## src/rtl/xif_offload_initiator.sv

```systemverilog
// rtl/xif_offload_initiator.sv - XIF core-side offload initiator
// Carries one instruction at a time through issue, commit/kill, result and register-file writeback.

module xif_offload_initiator #(
   parameter int X_NUM_RS       = 2,
   parameter int X_ID_WIDTH     = 4,
   parameter int X_RFR_WIDTH    = 32,
   parameter int X_RFW_WIDTH    = 32,
   parameter int TIMEOUT_CYCLES = 1024
) (
   input  logic                            clk,
   input  logic                            rst_n,
   input  logic                            instr_valid_i,
   output logic                            instr_ready_o,
   input  logic [31:0]                     instr_i,
   input  logic [X_NUM_RS*X_RFR_WIDTH-1:0] rs_i,
   input  logic [X_NUM_RS-1:0]             rs_valid_i,
   input  logic                            flush_i,
   output logic                            x_issue_valid_o,
   input  logic                            x_issue_ready_i,
   output logic [31:0]                     x_issue_instr_o,
   output logic [X_ID_WIDTH-1:0]           x_issue_id_o,
   output logic [X_NUM_RS*X_RFR_WIDTH-1:0] x_issue_rs_o,
   output logic [X_NUM_RS-1:0]             x_issue_rs_valid_o,
   input  logic                            x_issue_accept_i,
   input  logic                            x_issue_writeback_i,
   output logic                            x_commit_valid_o,
   output logic [X_ID_WIDTH-1:0]           x_commit_id_o,
   output logic                            x_commit_kill_o,
   input  logic                            x_result_valid_i,
   output logic                            x_result_ready_o,
   input  logic [X_ID_WIDTH-1:0]           x_result_id_i,
   input  logic [X_RFW_WIDTH-1:0]          x_result_data_i,
   input  logic [4:0]                      x_result_rd_i,
   input  logic                            x_result_we_i,
   output logic                            rf_we_o,
   output logic [4:0]                      rf_waddr_o,
   output logic [X_RFW_WIDTH-1:0]          rf_wdata_o,
   output logic                            busy_o,
   output logic                            illegal_o,
   output logic                            id_mismatch_o,
   output logic                            timeout_o
);

   localparam int TW = $clog2(TIMEOUT_CYCLES);

   typedef enum logic [1:0] {IDLE, ISSUE, COMMIT, WAIT_RES} state_t;

   state_t                          state;
   logic [X_ID_WIDTH-1:0]           next_id;
   logic [X_ID_WIDTH-1:0]           out_id;
   logic [TW-1:0]                   timer;
   logic                            kill_pending;
   logic                            accepted;
   logic                            writeback;
   logic [31:0]                     instr_reg;
   logic [X_NUM_RS*X_RFR_WIDTH-1:0] rs_reg;
   logic [X_NUM_RS-1:0]             rs_valid_reg;
   logic                            instr_ready;
   logic                            issue_valid;
   logic                            commit_valid;
   logic                            result_ready;
   logic                            busy;
   logic                            rf_we;
   logic [4:0]                      rf_waddr;
   logic [X_RFW_WIDTH-1:0]          rf_wdata;
   logic                            illegal;
   logic                            id_mismatch;
   logic                            timeout;

   logic kill;
   logic result_hs;
   logic id_match;
   logic timer_done;

   // A flush arriving in the commit cycle itself still kills the instruction.
   assign kill       = kill_pending | flush_i | !accepted;
   assign result_hs  = result_ready & x_result_valid_i;
   assign id_match   = (x_result_id_i == out_id);
   assign timer_done = (timer == TW'(TIMEOUT_CYCLES - 1));

   always_ff @(posedge clk or negedge rst_n) begin
      if (!rst_n) begin
         state        <= IDLE;
         next_id      <= '0;
         out_id       <= '0;
         timer        <= '0;
         kill_pending <= 1'b0;
         accepted     <= 1'b0;
         writeback    <= 1'b0;
         instr_reg    <= '0;
         rs_reg       <= '0;
         rs_valid_reg <= '0;
         instr_ready  <= 1'b1;
         issue_valid  <= 1'b0;
         commit_valid <= 1'b0;
         result_ready <= 1'b0;
         busy         <= 1'b0;
         rf_we        <= 1'b0;
         rf_waddr     <= '0;
         rf_wdata     <= '0;
         illegal      <= 1'b0;
         id_mismatch  <= 1'b0;
         timeout      <= 1'b0;
      end else begin
         rf_we       <= 1'b0;
         illegal     <= 1'b0;
         id_mismatch <= 1'b0;
         timeout     <= 1'b0;
         case (state)
            IDLE: begin
               if (instr_valid_i) begin
                  instr_reg    <= instr_i;
                  rs_reg       <= rs_i;
                  rs_valid_reg <= rs_valid_i;
                  instr_ready  <= 1'b0;
                  issue_valid  <= 1'b1;
                  busy         <= 1'b1;
                  state        <= ISSUE;
               end
            end
            ISSUE: begin
               if (flush_i) kill_pending <= 1'b1;
               if (x_issue_ready_i) begin
                  accepted     <= x_issue_accept_i;
                  writeback    <= x_issue_writeback_i;
                  out_id       <= next_id;
                  next_id      <= next_id + X_ID_WIDTH'(1);
                  issue_valid  <= 1'b0;
                  commit_valid <= 1'b1;
                  state        <= COMMIT;
               end
            end
            COMMIT: begin
               commit_valid <= 1'b0;
               kill_pending <= 1'b0;
               if (kill || !writeback) begin
                  illegal     <= !accepted;
                  instr_ready <= 1'b1;
                  busy        <= 1'b0;
                  state       <= IDLE;
               end else begin
                  timer        <= '0;
                  result_ready <= 1'b1;
                  state        <= WAIT_RES;
               end
            end
            WAIT_RES: begin
               timer <= timer + TW'(1);
               // A matching result wins over a timeout expiring in the same cycle.
               if (result_hs && id_match) begin
                  rf_we        <= x_result_we_i & (x_result_rd_i != 5'd0);
                  rf_waddr     <= x_result_rd_i;
                  rf_wdata     <= x_result_data_i;
                  result_ready <= 1'b0;
                  instr_ready  <= 1'b1;
                  busy         <= 1'b0;
                  state        <= IDLE;
               end else begin
                  id_mismatch <= result_hs;
                  if (timer_done) begin
                     timeout      <= 1'b1;
                     result_ready <= 1'b0;
                     instr_ready  <= 1'b1;
                     busy         <= 1'b0;
                     state        <= IDLE;
                  end
               end
            end
            default: state <= IDLE;
         endcase
      end
   end

   assign instr_ready_o      = instr_ready;
   assign x_issue_valid_o    = issue_valid;
   assign x_issue_instr_o    = instr_reg;
   assign x_issue_id_o       = next_id;
   assign x_issue_rs_o       = rs_reg;
   assign x_issue_rs_valid_o = rs_valid_reg;
   assign x_commit_valid_o   = commit_valid;
   assign x_commit_id_o      = out_id;
   assign x_commit_kill_o    = commit_valid & kill;
   assign x_result_ready_o   = result_ready;
   assign rf_we_o            = rf_we;
   assign rf_waddr_o         = rf_waddr;
   assign rf_wdata_o         = rf_wdata;
   assign busy_o             = busy;
   assign illegal_o          = illegal;
   assign id_mismatch_o      = id_mismatch;
   assign timeout_o          = timeout;

endmodule

```

## config.mk

```make
export PLATFORM = sky130hd
export DESIGN_NAME = xif_offload_initiator
export DESIGN_NICKNAME = d
export VERILOG_FILES = /design/src/rtl/xif_offload_initiator.sv
export SDC_FILE = /design/constraint.sdc
export NUM_CORES = 1
export LEC_CHECK = 0
export ABC_AREA = 0
export CORE_AREA = 2 2 117 119
export CTS_CLUSTER_DIAMETER = 100
export DETAILED_ROUTE_END_ITERATION = 12
export DIE_AREA = 0 0 119 121
export DONT_BUFFER_PORTS = 1
export GPL_ROUTABILITY_DRIVEN = 0
export GPL_TIMING_DRIVEN = 0
export PLACE_DENSITY = 0.77
export SETUP_SLACK_MARGIN = 0.2
export SYNTH_ARGS = -nofsm -noshare
export SYNTH_HDL_FRONTEND = slang
export SYNTH_SLANG_ARGS = --single-unit
export TNS_END_PERCENT = 50
```

## constraint.sdc

```tcl
create_clock -name clk -period 1.4 [get_ports clk]
set_input_delay 0.42 -clock clk [delete_from_list [all_inputs] [get_ports clk]]
set_output_delay 0.42 -clock clk [all_outputs]
set_load 0.1 [all_outputs]
```

* Yosys cells after proc, flatten, opt, wreduce, memory -nomap -nowiden
Cells that the tools add are included.
** Cells by class
- $add $sub $neg :: 2
- Equal/unequal tests :: 11
- Muxes and demuxes :: 35
- Bitwise operators :: 5
- Reduce and logical (&&, ||, !) cells :: 20
** Operators by type and width (number)
- 1-bit 2-to-1 mux :: 21
- 10-bit case mux with 2 select lines :: 1
- 2-bit AND reduction :: 6
- 10-bit by 1-bit adder with 10-bit output (second input constant) :: 1
- 10-bit == test (second input constant) :: 1
- 10-bit 2-to-1 mux :: 1
- 2-bit 2-to-1 mux :: 5
- 2-bit != test (second input constant) :: 5
- 3-bit AND reduction :: 3
- 1-bit case mux with 2 select lines :: 4
- 2-bit case mux with 4 select lines :: 1
- 1-bit case mux with 3 select lines :: 2
- 2-bit nonzero test :: 3
- 5-bit nonzero test :: 1
- 4-bit by 1-bit adder with 4-bit output (second input constant) :: 1
- 2-bit == test (second input constant) :: 2
- 4-bit == test :: 1
- 4-bit AND reduction :: 1
- 1-bit AND :: 3
- 3-bit != test (second input constant) :: 1
- 3-bit nonzero test :: 1
- 2-bit by 1-bit == test with 1-bit output (second input constant) :: 1
- 1-bit zero test :: 2
- 2-bit zero test :: 1
- 3 further kinds :: 4
** Storage, ports and cells
- Flip-flop bits (word level) :: 167
- Logic and storage cells :: 94

* Depth between registers and ports, before layout
Gate-level depths: netlist of run 1.
- Depth in word-level cells :: 5
- Mapped depth :: 6
- Mapped depth without buffers :: 5

* Worst setup path after synthesis of run 1
No wires, ideal clock.
- Kind :: flip-flop to output port
- Start :: reg commit_valid (netlist: x_commit_valid_o)
- End :: out x_commit_kill_o
- Arrival time :: 2.332 ns
- Required time :: 0.980 ns
- Slack :: -1.352 ns
- Stages on the path, launching flop included :: 3
- Cell sequence :: dfrtp_1 inv_1 nor2_1
** Between the ends
- Longest elaborated chain between the ends :: 1
** RTL lines
- from (decl) :: line 61 : logic commit_valid;
- from (signal assigned) :: line 96 : commit_valid <= 1'b0;
- from (signal assigned) :: line 130 : commit_valid <= 1'b1;
- from (signal assigned) :: line 135 : commit_valid <= 1'b0;
- 1-bit AND :: line 183 : assign x_commit_kill_o = commit_valid & kill;
- to (decl) :: line 29 : output logic x_commit_kill_o,
Every way passes these cells.

* Final worst setup path of run 1
- Start :: reg out_id[3] (netlist: x_commit_id_o[3])
- End :: reg rf_waddr[1] (netlist: rf_waddr_o[1])
** Between the ends
- Longest elaborated chain between the ends :: 3
** RTL lines
- from (decl) :: line 51 : logic [X_ID_WIDTH-1:0] out_id;
- from (signal assigned) :: line 127 : out_id <= next_id;
- 4-bit == test :: line 79 : assign id_match = (x_result_id_i == out_id);
- 1-bit logical AND :: line 151 : if (result_hs && id_match) begin
- 2-bit AND reduction (no source line)
- to (signal assigned) :: line 153 : rf_waddr <= x_result_rd_i;
- to (decl) :: line 65 : logic [4:0] rf_waddr;
Every way passes these cells.
A chain may end at the register's enable or synchronous reset.

==> results.cfg, run 1 <==
[critical_path]
crit_path_end_kind = register
r2r_slack_ps = -660
cp-startpoint = x_commit_id_o[3]
critPathRequiredTime_ps = 1700
slowest_delay_ps = 630
r2r_start = x_commit_id_o[3]
crit_path_frequent_cell = buf_6
worst-path-max-fanout = 6
critPathLaunchType = register
path_cells = xnor2_2, nand4_1, buf_6, nor3_4, buf_6, clkbuf_16, mux2_4
critPathSlowestCell = dfrtp_4
crit_arrival_ps = 2360
r2r-end = rf_waddr_o[1]
reg2reg_depth = 7
path_class = register to register

[routing]
routed_wl_mm = 19.7
routedWlPerCell_um = 29.2
vias_per_cell = 5.86
dr.pass1.iters = 4
drcViolationCount = 0
ant_nets = 0
dr_total_vias = 3957
drt_iter0_drc = 338

[synthesis]
ys_warn_count = 0
synth_top_area_share_pct = 64.4
yosys-top-cells-area = dfrtp_1 (64%), mux2_2 (20%), mux2_1 (3.3%)
syn-mean-instance-area_um2 = 15.0
ys_ff_latch = 167
synth_nets = 580
synth_edf_count = 0
synthCells = 430
syn_area_um2 = 6450
synthArstFlopShare_pct = 100
seq_area_frac_synth_pct = 64.8
yosys-top-cells-count = dfrtp_1 (166), mux2_2 (116), nand2_1 (34)
ys.flop_type = dfrtp_1
yosysUniqueCellTypes = 38
synth_top_cell_by_area = dfrtp_1
yosysMostFrequentCell = dfrtp_1

[run]
max-cap-violations = 0

[floorplanning]
die_w_um = 119
chipHeight_um = 121
rows = 42
io_pins = 301
dieArea_um2 = 14400
core_region_area_um2 = 13100
start_util_pct = 49.3

[status]
status = complete, but fails checks
violations = hold timing, setup timing

[global_route]
grt_pass1_vias = 4065
use_met3_pct = 9.54
antenna_found_initial = 0
use_met2_pct = 41.4
grt_max_degree = 168
grt_use_total_pct = 24.9
grt_pass1_wl_mm = 26.4
busiest_layer = met2
gr-usage-met1_pct = 28.8
grt_overflow = 0

[timing]
hold_viol = 167
whs_ps = -313
final.setup.worst_slack_ps = -663
skew_ps = 8.49
setup_viol = 301
fmax_ghz = 0.485
period_share_pct = 147
rsz0062_at_grt = yes
fin_crit_ps = 2060
slew_headroom_pct = 58.9
slew_violations = 0
worstMarginPinSlew_ps = 615

[final_layout]
layout.nets = 637
antenna_cells = 0
drive_gt1_share_pct = 79.8
fillers = 747
finalCoreUtilization_pct = 71.0
area_delta_synth_final_pct = 44.0

[clock_tree]
cts.path.max_buffers = 2
clkSlewWorstSetupHoldPaths_ps = 70
cts.sinks = 167
cts_root_buf = clkbuf_16
numCtsBuffers = 17
insertion_delay_ps = 430
cts_tree = built
cts_max_level = 4

[place]
io_buffers = 0
dp.final_hpwl_mm = 11.2

[hold_path]
hp-class = primary input to asynchronous set/reset pin
==> area by class of cell <==
cell class / count / area [µm²] / area share [%]
inverter: 1 / 6.26 / 0.0673
clock buffer: 20 / 447 / 4.80
clock inverter: 11 / 150 / 1.62
timing repair buffer: 38 / 646 / 6.94
tap: 176 / 220 / 2.37
multi-input combinational: 244 / 2770 / 29.8
buffer: 18 / 304 / 3.27
sequential: 167 / 4750 / 51.1
==> worst max path at each step <==
stage	end	slack (ps)	cells after the start
final	rf_waddr_o[1]	-660	7
after global placement	rf_wdata_o[21]	-790	6
after CTS	rf_wdata_o[11]	-740	5
after global routing	rf_waddr_o[1]	-740	7
after floorplan	rf_wdata_o[16]	-470	6
after detailed placement	rf_waddr_o[3]	-870	6
==> registers in the layout, indices dropped and copies added, names as in the netlist <==
signal / flops
x_commit_valid_o: 1
timeout_o: 1
rf_waddr_o: 5
illegal_o: 1
x_issue_id_o: 4
writeback: 1
instr_ready_o: 1
timer: 10
x_issue_instr_o: 32
x_issue_valid_o: 1
x_issue_rs_o: 64
rf_wdata_o: 32
busy_o: 1
id_mismatch_o: 1
rf_we_o: 1
accepted: 1
x_issue_rs_valid_o: 2
x_commit_id_o: 4
x_result_ready_o: 1
kill_pending: 1
state: 2
==> worst max-delay path: cells and delay by family, from the launching register on <==
family,cells,cell delay [ps]
simple gates,2,300
flops,1,630
mux,1,300
xor+xnor,1,180
buf+inv,3,520
==> stage by stage <==
step | setup TNS, ps | setup WS, ps | cells | cell area [µm²]
floorplan | -37330 | -468 | 430 | 7000
global placement | -74700 | -792 | 606 | 7220
detailed placement | -74970 | -867 | 606 | 7220
CTS | -70860 | -741 | 660 | 8770
global route | -66040 | -741 | 675 | 9300
finish | -55070 | -663 | 675 | 9300
==> cell families after synthesis <==
kind of cell,share of synthesized area [%]
AND/OR/NAND/NOR,5.12
buffers and inverters,2.05
adder cells (fa/ha/maj),0.388
AO/OA/AOI/OAI,2.87
multiplexers,23.9
flip-flops,64.8
XOR/XNOR,0.950
==> cells in the final DEF, fill, tap and decap left out, drive strengths merged, types with 2 or more instances in the layout <==
master,count
dfrtp,166
mux2,135
buf,48
nand2,34
clkbuf,28
o21ai,12
nor2,8
xnor2,7
nand4,6
a31oi,5
clkinv,5
nand3,4
bufinv,3
nor3,3
nor2b,3
and3,2
o31ai,2
mux2i,2
o211ai,2
a21o,2
clkinvlp,2
inv,2
nor3b,2
nand2b,2
and2,2
ha,2
==> layer usage <==
layer / wire length (µm) / part of all wire (%) / vias up
li1: - / - / 1624
met1: 6850 / 35 / 2063
met2: 10500 / 53 / 223
met3: 1760 / 8.9 / 47
met4: 617 / 3.1 / 0
met5: 0 / 0 / -
==> timing repair <==
action	CTS	global route
hold endpoints to repair	167	167
resized for setup	254	125
cloned	6	7
endpoints found under the setup margin	313	317
pin swaps	8	17
setup buffers	17	8
Power of run 1 is left out: the tool's default activity adds up to more than one toggle a clock period on the data nets, which glitch-free logic cannot reach.
==> inputs of run 2 (changes only) <==
--- a/config.mk
+++ b/config.mk
@@ -8,6 +8,7 @@
 export ABC_AREA = 0
 export CORE_AREA = 2 2 117 119
 export CTS_CLUSTER_DIAMETER = 100
+export CTS_CLUSTER_SIZE = 24
 export DETAILED_ROUTE_END_ITERATION = 12
 export DIE_AREA = 0 0 119 121
 export DONT_BUFFER_PORTS = 1
==> results of run 2 <==
Final layout, timing and power as in run 1 (identical DEF).
Power of run 2 is left out for the same reason.
==> inputs of run 3 (changes only) <==
--- a/config.mk
+++ b/config.mk
@@ -6,6 +6,7 @@
 export NUM_CORES = 1
 export LEC_CHECK = 0
 export ABC_AREA = 0
+export ABC_CLOCK_PERIOD_IN_PS = 1400
 export CORE_AREA = 2 2 117 119
 export CTS_CLUSTER_DIAMETER = 100
 export CTS_CLUSTER_SIZE = 24
==> results of run 3 <==
Final layout, timing and power as in run 1 (identical DEF).
Power of run 3 is left out for the same reason.
